File: src/rtl/sprite_animator.sv
// Frame sequencer: FRAMES x 8-row sprite memory, stepped by sw rising edge or auto timer.
// Latency: sw seen high at edge E -> frame_idx at E+1, rows and frame_strobe at E+2; no backpressure.
module sprite_animator #(
  parameter int WIDTH    = 8,
  parameter int FRAMES   = 4,
  parameter int TICK_DIV = 25_000_000,
  parameter int FW       = $clog2(FRAMES)
) (
  input  logic             clk,
  input  logic             reset,
  input  logic             sw,
  input  logic             auto_en,
  input  logic             dir,
  input  logic             hold,
  input  logic             wr_en,
  input  logic [FW-1:0]    wr_frame,
  input  logic [2:0]       wr_row,
  input  logic [WIDTH-1:0] wr_data,
  output logic [WIDTH-1:0] data0,
  output logic [WIDTH-1:0] data1,
  output logic [WIDTH-1:0] data2,
  output logic [WIDTH-1:0] data3,
  output logic [WIDTH-1:0] data4,
  output logic [WIDTH-1:0] data5,
  output logic [WIDTH-1:0] data6,
  output logic [WIDTH-1:0] data7,
  output logic [FW-1:0]    frame_idx,
  output logic             frame_strobe
);

  localparam int TW = $clog2(TICK_DIV);
  localparam logic [FW-1:0] LAST_IDX = FW'(FRAMES - 1);
  localparam logic [TW-1:0] TCNT_END = TW'(TICK_DIV - 1);

  logic [WIDTH-1:0] mem  [FRAMES][8];
  logic [WIDTH-1:0] rows [8];
  logic [TW-1:0]    tcnt;
  logic             sw_s;
  logic             sw_prev;
  logic             adv_q;
  logic             step;
  logic             tick;
  logic             advance;
  logic [FW-1:0]    idx_next;

  assign step    = sw_s & ~sw_prev;
  assign tick    = auto_en & ~hold & (tcnt == TCNT_END);
  assign advance = (step | tick) & ~hold;

  // Explicit wrap compares keep non-power-of-two frame counts in range.
  always_comb begin
    idx_next = frame_idx;
    if (advance) begin
      if (dir) idx_next = (frame_idx == '0) ? LAST_IDX : frame_idx - 1'b1;
      else     idx_next = (frame_idx == LAST_IDX) ? '0 : frame_idx + 1'b1;
    end
  end

  always_ff @(posedge clk) begin
    if (reset) begin
      // Edge history reset high so a switch held through reset is not a step.
      sw_s         <= 1'b1;
      sw_prev      <= 1'b1;
      tcnt         <= '0;
      frame_idx    <= '0;
      adv_q        <= 1'b0;
      frame_strobe <= 1'b0;
      for (int r = 0; r < 8; r++) begin
        rows[r] <= '0;
        for (int f = 0; f < FRAMES; f++) mem[f][r] <= '0;
      end
    end else begin
      sw_s    <= sw;
      sw_prev <= sw_s;
      if (!auto_en)  tcnt <= '0;
      else if (!hold) tcnt <= (tcnt == TCNT_END) ? '0 : tcnt + 1'b1;
      frame_idx    <= idx_next;
      adv_q        <= advance;
      frame_strobe <= adv_q;
      for (int r = 0; r < 8; r++) rows[r] <= mem[frame_idx][r];
      if (wr_en && (int'(wr_frame) < FRAMES)) mem[wr_frame][wr_row] <= wr_data;
    end
  end

  assign data0 = rows[0];
  assign data1 = rows[1];
  assign data2 = rows[2];
  assign data3 = rows[3];
  assign data4 = rows[4];
  assign data5 = rows[5];
  assign data6 = rows[6];
  assign data7 = rows[7];

endmodule

File: config.mk
export PLATFORM = sky130hd
export DESIGN_NAME = sprite_animator
export DESIGN_NICKNAME = d
export VERILOG_FILES = /design/src/rtl/sprite_animator.sv
export SDC_FILE = /design/constraint.sdc
export NUM_CORES = 1
export LEC_CHECK = 0
export CORE_MARGIN = 2
export CORE_UTILIZATION = 59
export DETAILED_ROUTE_END_ITERATION = 10
export GPL_ROUTABILITY_DRIVEN = 0
export PLACE_DENSITY = 0.87
export SYNTH_ARGS = -nofsm -noshare
export SYNTH_HDL_FRONTEND = slang
export SYNTH_SLANG_ARGS = --single-unit
File: constraint.sdc
create_clock -name clk -period 2.5 [get_ports clk]
set_input_delay 0.625 -clock clk [delete_from_list [all_inputs] [get_ports clk]]
set_output_delay 0.625 -clock clk [all_outputs]
set_load 0.05 [all_outputs]
==> out/qor_table.md, run 1 <==
| Quantity | Value | Unit |
| --- | --- | --- |
| Run status | finished clean | - |
| Pin count of the biggest net entering global routing | 107 | - |
| Arrival time reported for the critical path endpoint | 1.75 | ns |
| Register clock-pin slew on the reported worst setup and hold paths | 0.06 | ns |
| Fraction of layout instances using a drive strength above 1 | 0.1869 | - |
| Power density relative to cell area | 758.0 | mW/mm^2 |
| Worst Skew | 0.009337 | ns |
| Antenna viol nets, final | 0 | - |
| Critical Path End Type | output pin | - |
| Starting density of the core | 0.6027 | - |
| Final critical-path required period | 2.374 | ns |
| Fraction of synthesis flops using an asynchronous set or reset pin | 0 | - |
| Post-route cell area | 0.01735 | sq mm |
| Warnings, synthesis | 0 | - |
| Worst Max-Slew Pin Slew | 0.5282 | ns |
| Vertical extent of the die | 161.6 | microns |
| Required time worst endpoint | 1.88 | ns |
| Post-route fraction of the period consumed by the critical path | 0.9495 | - |
| Setup repair bufs after CTS | 0 | - |
| Leakage power total | 0.006155 | uW |
| CTS Sinks | 353 | - |
| Global routing usage summed across all routing layers | 0.2310 | - |
| Num CTS Buffers | 37 | - |
| Dominant register cell in the synthesized netlist | sky130_fd_sc_hd__edfxtp_1 | - |
| Number of global-route vias before repair | 8521 | - |
| Number of diodes added for antenna fixing | 0 | - |
| Nets | 1158 | - |
| Global route overflow | 0 | - |
| Number of violations of the max-capacitance limit | 0 | - |
| WL final | 29500 | microns |
| Overall power | 13150 | uW |
| Crit path launch type | flip-flop | - |
| Count of pins over their slew limit | 0 | - |
| Hold buffer count at CTS | 0 | - |
| Average cell area after synthesis | 14.48 | sq um |
| Number of DRC violations after detailed-routing iteration 0 | 634 | - |
| Vias/cell | 5.609 | - |
| Max Freq | 0.4213 | GHz |
| Number of synthesized flops with an enable pin | 256 | - |
| P&R area growth vs syn | 18.37 | % |
| Vias after detailed routing | 8329 | - |
| Clk_lat worst skew | 0.50 | ns |
| Slowest library cell on the worst path | sky130_fd_sc_hd__clkdlybuf4s50_1 | - |
| Top fanout value on the critical path | 5 | - |
| Die outline width | 161.6 | microns |
| Global-route wire length before repair | 46670 | microns |
| Post-layout utilization of the core | 0.7134 | - |
| Top Ports | 87 | - |
| Slack of the worst reg-to-reg path | 0.42 | ns |
| Cell area after technology mapping | 0.01466 | sq mm |
| Count of endpoints failing hold in the final timing report | 0 | - |
| Max IR drop VDD | 0.4617 | mV |
| Count of cell types in the netlist | 40 | - |
| Number of detailed-routing iterations run before antenna repair | 5 | - |
| Routed WL per cell | 19.87 | microns |
| Number of buffer and inverter stages on the critical path | 1 | - |
| Number of buffers inserted by port buffering | 86 | - |
| Number of antenna violations at the first check in global routing | 0 | - |
| Drc violations | 0 | - |
| Slew HR | 0.6467 | - |
| Clock buffer depth | 3 | - |
| Fill cell instance count of the final layout | 1490 | - |
| Worst hold path class | reg2reg | - |
| Post-Place Cell Area | 0.01616 | sq mm |
| Number of synthesized register bits | 353 | - |
| Setup violation total in the final timing report | 0 | - |
| Die area | 0.02612 | sq mm |
| Setup repair after global routing missed its margin | no | - |
| Part of the Yosys area used for sequential elements | 0.6570 | - |
| CTS tree | built | - |
| Core area | 0.02432 | sq mm |
| Peak per-stage delay on the critical path | 0.84 | ns |
| Kind of cell with the highest combined delay on the critical path | buffers and inverters | - |
| Post-synthesis cell count | 1012 | - |
| Placed wire-length estimate | 18450 | microns |
| Final TNS setup | 0 | ns |
| Clock root cell | sky130_fd_sc_hd__clkbuf_16 | - |
| Number of H-tree levels | 2 | - |
| Critical setup path kind | reg2out | - |
| Count of standard-cell rows | 57 | - |
| Mapped Nets | 1035 | - |
| Number of resized instances in the post-cts repair step | 0 | - |
| Hold Slack | 0.4413 | ns |
| Critical Path, Cell by Cell | clkdlybuf4s50_1 | - |
## stage by stage
step / std cells / worst slack (ns)
after CTS: 1485 / 0.1142
after floorplan: 1012 / 0.3942
final: 1485 / 0.1262
after global placement: 1420 / 0.09062
after global routing: 1485 / 0.08359
after detailed placement: 1420 / 0.04472
## sequential cells by signal (all words and copies together) (netlist names), named ones only
signal,count
sw_prev,1
tcnt,25
rows,64
adv_q,1
sw_s,1
mem,256
frame_strobe,1
frame_idx,2
## power by group
part | total (uW) | leakage, uW | internal [uW] | switching [uW]
clock network | 5350 | 0.000585 | 3220 | 2130
registers | 6690 | 0.00324 | 6580 | 110
logic | 1110 | 0.00233 | 446 | 667
## cell type report
cell class                 instances  area [sq um]  area share
clock buffer                      44         983.4     0.05669
tap                              324         405.4     0.02337
multi-input combinational        598          4771      0.2750
sequential                       353          9634      0.5553
inverter                           4         15.01   0.0008654
clock inverter                    21         206.4     0.01190
timing repair buffer             141          1334     0.07688
## final timing paths
path                                                 from                       to  cells after the start
worst min-delay path                     adv_q$_SDFF_PP0_  frame_strobe$_SDFF_PP0_                      1
worst min register to register           adv_q$_SDFF_PP0_  frame_strobe$_SDFF_PP0_                      1
worst max register to register       tcnt[0]$_SDFFE_PP0N_                flip-flop                      5
worst max-delay path            frame_idx[0]$_SDFFE_PP0P_             frame_idx[0]                      1
## layer usage
metal  GRT usage  up-vias  wire length, microns
met2      0.4070      270                 15390
met3     0.03595       68                  1638
met5           0        -                     0
li1            -     3849                     -
met4     0.07763        0                   855
met1      0.2952     4142                 11620
## cells in the final DEF (no fill, tap or decap), types with 3 or more instances in the layout
master,count
sky130_fd_sc_hd__buf_12,5
sky130_fd_sc_hd__xnor2_1,7
sky130_fd_sc_hd__or3_1,4
sky130_fd_sc_hd__nor4_1,3
sky130_fd_sc_hd__nand4b_1,4
sky130_fd_sc_hd__a21oi_1,11
sky130_fd_sc_hd__edfxtp_1,256
sky130_fd_sc_hd__xor2_1,7
sky130_fd_sc_hd__buf_4,51
sky130_fd_sc_hd__and2_1,259
sky130_fd_sc_hd__clkbuf_1,5
sky130_fd_sc_hd__and4_1,3
sky130_fd_sc_hd__clkdlybuf4s50_1,85
sky130_fd_sc_hd__nor2b_1,69
sky130_fd_sc_hd__clkbuf_16,38
sky130_fd_sc_hd__nor3_1,3
sky130_fd_sc_hd__nand3_1,10
sky130_fd_sc_hd__o21ai_0,4
sky130_fd_sc_hd__ha_1,3
sky130_fd_sc_hd__bufinv_16,4
sky130_fd_sc_hd__mux4_2,64
sky130_fd_sc_hd__o31ai_1,8
sky130_fd_sc_hd__nand4_1,9
sky130_fd_sc_hd__or4_1,8
sky130_fd_sc_hd__or2_2,35
sky130_fd_sc_hd__nor2_1,51
sky130_fd_sc_hd__clkinv_2,7
sky130_fd_sc_hd__dfxtp_1,95
sky130_fd_sc_hd__inv_1,4
sky130_fd_sc_hd__nand2b_1,3
sky130_fd_sc_hd__nand2_1,16
sky130_fd_sc_hd__clkinv_1,7
## cell usage after synthesis, types with 4 or more instances
| master | count | area (sq um) |
|---|---|---|
| sky130_fd_sc_hd__xor2_1 | 7 | 61.31 |
| sky130_fd_sc_hd__nand4_1 | 9 | 56.30 |
| sky130_fd_sc_hd__and2_1 | 259 | 1620 |
| sky130_fd_sc_hd__nand4b_1 | 4 | 35.03 |
| sky130_fd_sc_hd__nand3_1 | 10 | 50.05 |
| sky130_fd_sc_hd__o21ai_0 | 4 | 20.02 |
| sky130_fd_sc_hd__buf_2 | 10 | 50.05 |
| sky130_fd_sc_hd__or2_2 | 35 | 219.0 |
| sky130_fd_sc_hd__dfxtp_1 | 97 | 1942 |
| sky130_fd_sc_hd__edfxtp_1 | 256 | 7687 |
| sky130_fd_sc_hd__or3_1 | 4 | 25.02 |
| sky130_fd_sc_hd__nand2_1 | 16 | 60.06 |
| sky130_fd_sc_hd__nor2b_1 | 69 | 431.7 |
| sky130_fd_sc_hd__nor2_1 | 51 | 191.4 |
| sky130_fd_sc_hd__inv_1 | 4 | 15.01 |
| sky130_fd_sc_hd__or4_1 | 8 | 60.06 |
| sky130_fd_sc_hd__xnor2_1 | 7 | 61.31 |
| sky130_fd_sc_hd__mux4_2 | 64 | 1441 |
| sky130_fd_sc_hd__clkbuf_1 | 44 | 165.2 |
| sky130_fd_sc_hd__o31ai_1 | 8 | 60.06 |
| sky130_fd_sc_hd__a21oi_1 | 11 | 55.05 |
## logic make-up after synthesis
| logic type | after synthesis | synth area share |
|---|---|---|
| xor+xnor | 14 | 0.008366 |
| mux | 67 | 0.1006 |
| flops | 353 | 0.6570 |
| simple gates | 489 | 0.2022 |
| buf+inv | 61 | 0.01750 |
| fa+ha+maj | 3 | 0.002561 |
| compound gates | 25 | 0.01178 |
No activity file was read; power rests on OpenSTA's default activity.
==> run 2: changes to the inputs <==
Settings changed: CORE_UTILIZATION 59 to 62, CTS_BUF_LIST from default to sky130_fd_sc_hd__clkbuf_4 sky130_fd_sc_hd__clkbuf_8, CTS_CLUSTER_DIAMETER from default to 100, PLACE_DENSITY 0.87 to 0.91.
==> out/qor_table.md, run 2 (synthesis gave the netlist of run 1 again) <==
| Quantity | Value | Unit |
| --- | --- | --- |
| Run status | finished clean | - |
| Register clock-pin slew on the reported worst setup and hold paths | 0.06 | ns |
| Core area | 0.02333 | sq mm |
| Final critical-path required period | 2.413 | ns |
| Worst hold path class | reg2reg | - |
| Power density relative to cell area | 719.5 | mW/mm^2 |
| Setup WS pre-CTS | 0.03207 | ns |
| Number of buffer and inverter stages on the critical path | 1 | - |
| CTS tree | built | - |
| Worst Max-Slew Pin Slew | 0.5680 | ns |
| Post-layout utilization of the core | 0.7368 | - |
| Die area | 0.02489 | sq mm |
| Most common cell after layout, fill and taps aside | sky130_fd_sc_hd__and2_1 | - |
| CTS Sinks | 353 | - |
| WL final | 30850 | microns |
| Slew HR | 0.6202 | - |
| Count of pins over their slew limit | 0 | - |
| Number of DRC violations after detailed-routing iteration 0 | 639 | - |
| Worst Skew | 0.03185 | ns |
| Num CTS Buffers | 53 | - |
| P&R area growth vs syn | 17.30 | % |
| Required time worst endpoint | 1.88 | ns |
| Routed WL per cell | 20.35 | microns |
| Number of buffers inserted by port buffering | 86 | - |
| Post-route fraction of the period consumed by the critical path | 0.9653 | - |
| Arrival time reported for the critical path endpoint | 1.79 | ns |
| Largest registers | mem x256, rows x64, tcnt x25 | - |
| Setup violation total in the final timing report | 0 | - |
| Placed wire-length estimate | 18320 | microns |
| Drc violations | 0 | - |
| Setup repair bufs after CTS | 0 | - |
| Commonest non-fill, non-tap cells in the layout | sky130_fd_sc_hd__and2_1 (259), sky130_fd_sc_hd__edfxtp_1 (256), sky130_fd_sc_hd__dfxtp_1 (95) | - |
| Top Ports | 87 | - |
| Slowest library cell on the worst path | sky130_fd_sc_hd__clkdlybuf4s50_1 | - |
| Number of diodes added for antenna fixing | 0 | - |
| Critical Path End Type | output pin | - |
| Die outline width | 157.8 | microns |
| Clock root cell | sky130_fd_sc_hd__clkbuf_8 | - |
| Starting density of the core | 0.6282 | - |
| Number of antenna violations at the first check in global routing | 0 | - |
| Fraction of layout instances using a drive strength above 1 | 0.2105 | - |
| Global-route wire length before repair | 47510 | microns |
| Number of H-tree levels | 2 | - |
| Max Freq | 0.4144 | GHz |
| Critical Path, Cell by Cell | clkdlybuf4s50_1 | - |
| Number of detailed-routing iterations run before antenna repair | 5 | - |
| Vias/cell | 5.729 | - |
| Number of violations of the max-capacitance limit | 0 | - |
| Peak per-stage delay on the critical path | 0.84 | ns |
| Critical setup path kind | reg2out | - |
| Setup repair after global routing missed its margin | no | - |
| Vertical extent of the die | 157.8 | microns |
| Number of global-route vias before repair | 9018 | - |
| Vias after detailed routing | 8685 | - |
| Overall power | 12370 | uW |
| Clk_lat worst skew | 0.59 | ns |
| Top fanout value on the critical path | 3 | - |
| Clock buffer depth | 3 | - |
| Max IR drop VDD | 0.5194 | mV |
| Most flops, register | mem | - |
| PnR worst setup slack | 0.08666 | ns |
| Global route overflow | 0 | - |
| Final TNS setup | 0 | ns |
| Leakage power total | 0.006138 | uW |
| Count of standard-cell rows | 56 | - |
| Global routing usage summed across all routing layers | 0.2537 | - |
| Count of endpoints failing hold in the final timing report | 0 | - |
| Crit path launch type | flip-flop | - |
| Nets | 1178 | - |
| Pin count of the biggest net entering global routing | 107 | - |
| Kind of cell with the highest combined delay on the critical path | buffers and inverters | - |
| Antenna viol nets, final | 0 | - |
| Max FFs per register | 256 | - |
-- run 2: layout make-up --
class / count / area, sq um
sequential: 353 / 9634
fill: 1353 / 6141
multi-input combinational: 598 / 4771
timing repair buffer: 145 / 1354
clock buffer: 75 / 913.4
tap: 319 / 399.1
clock inverter: 22 / 105.1
inverter: 4 / 15.01
-- run 2: worst paths after layout --
check                                               start                         to  slack [ns]  cells after the start
worst max-delay path            frame_idx[1]$_SDFFE_PP0P_               frame_idx[1]        0.09                      1
worst min-delay path                      sw_s$_SDFF_PP1_         sw_prev$_SDFF_PP1_        0.44                      1
worst max register to register       tcnt[1]$_SDFFE_PP0N_  frame_idx[1]$_SDFFE_PP0P_        0.58                      5
worst min register to register            sw_s$_SDFF_PP1_         sw_prev$_SDFF_PP1_        0.44                      1
-- run 2: routing by layer --
layer	up-vias	global-route usage	routed length [microns]
met3	94	0.05338	2492
met4	0	0.1100	1184
met1	4272	0.3106	11250
li1	3900	-	-
met5	-	0	0
met2	419	0.4381	15920
-- run 2: per-stage QoR --
stage / cells / instance area [sq um] / hold slack, ns
6_report: 1516 / 17190 / 0.4404
5_1_grt: 1516 / 17190 / 0.4616
4_1_cts: 1516 / 17190 / 0.4408
3_5_place_dp: 1419 / 16170 / 0.4237
3_3_place_gp: 1419 / 16170 / 0.4166
2_1_floorplan: 1012 / 14660 / 0.4082
-- run 2: report_power, final --
| group | internal (uW) | switching (uW) | total (uW) | leakage, uW |
|---|---|---|---|---|
| combinational | 445 | 675 | 1120 | 0.00236 |
| sequential | 6580 | 115 | 6700 | 0.00324 |
| clock | 2360 | 2190 | 4550 | 0.000540 |
| total | 9390 | 2980 | 12400 | 0.00614 |
-- run 2: repair_timing --
action / in CTS / in global routing
setup endpoints to repair: 0 / 1
resized for setup: 0 / 1
hold buffers: 0 / 0
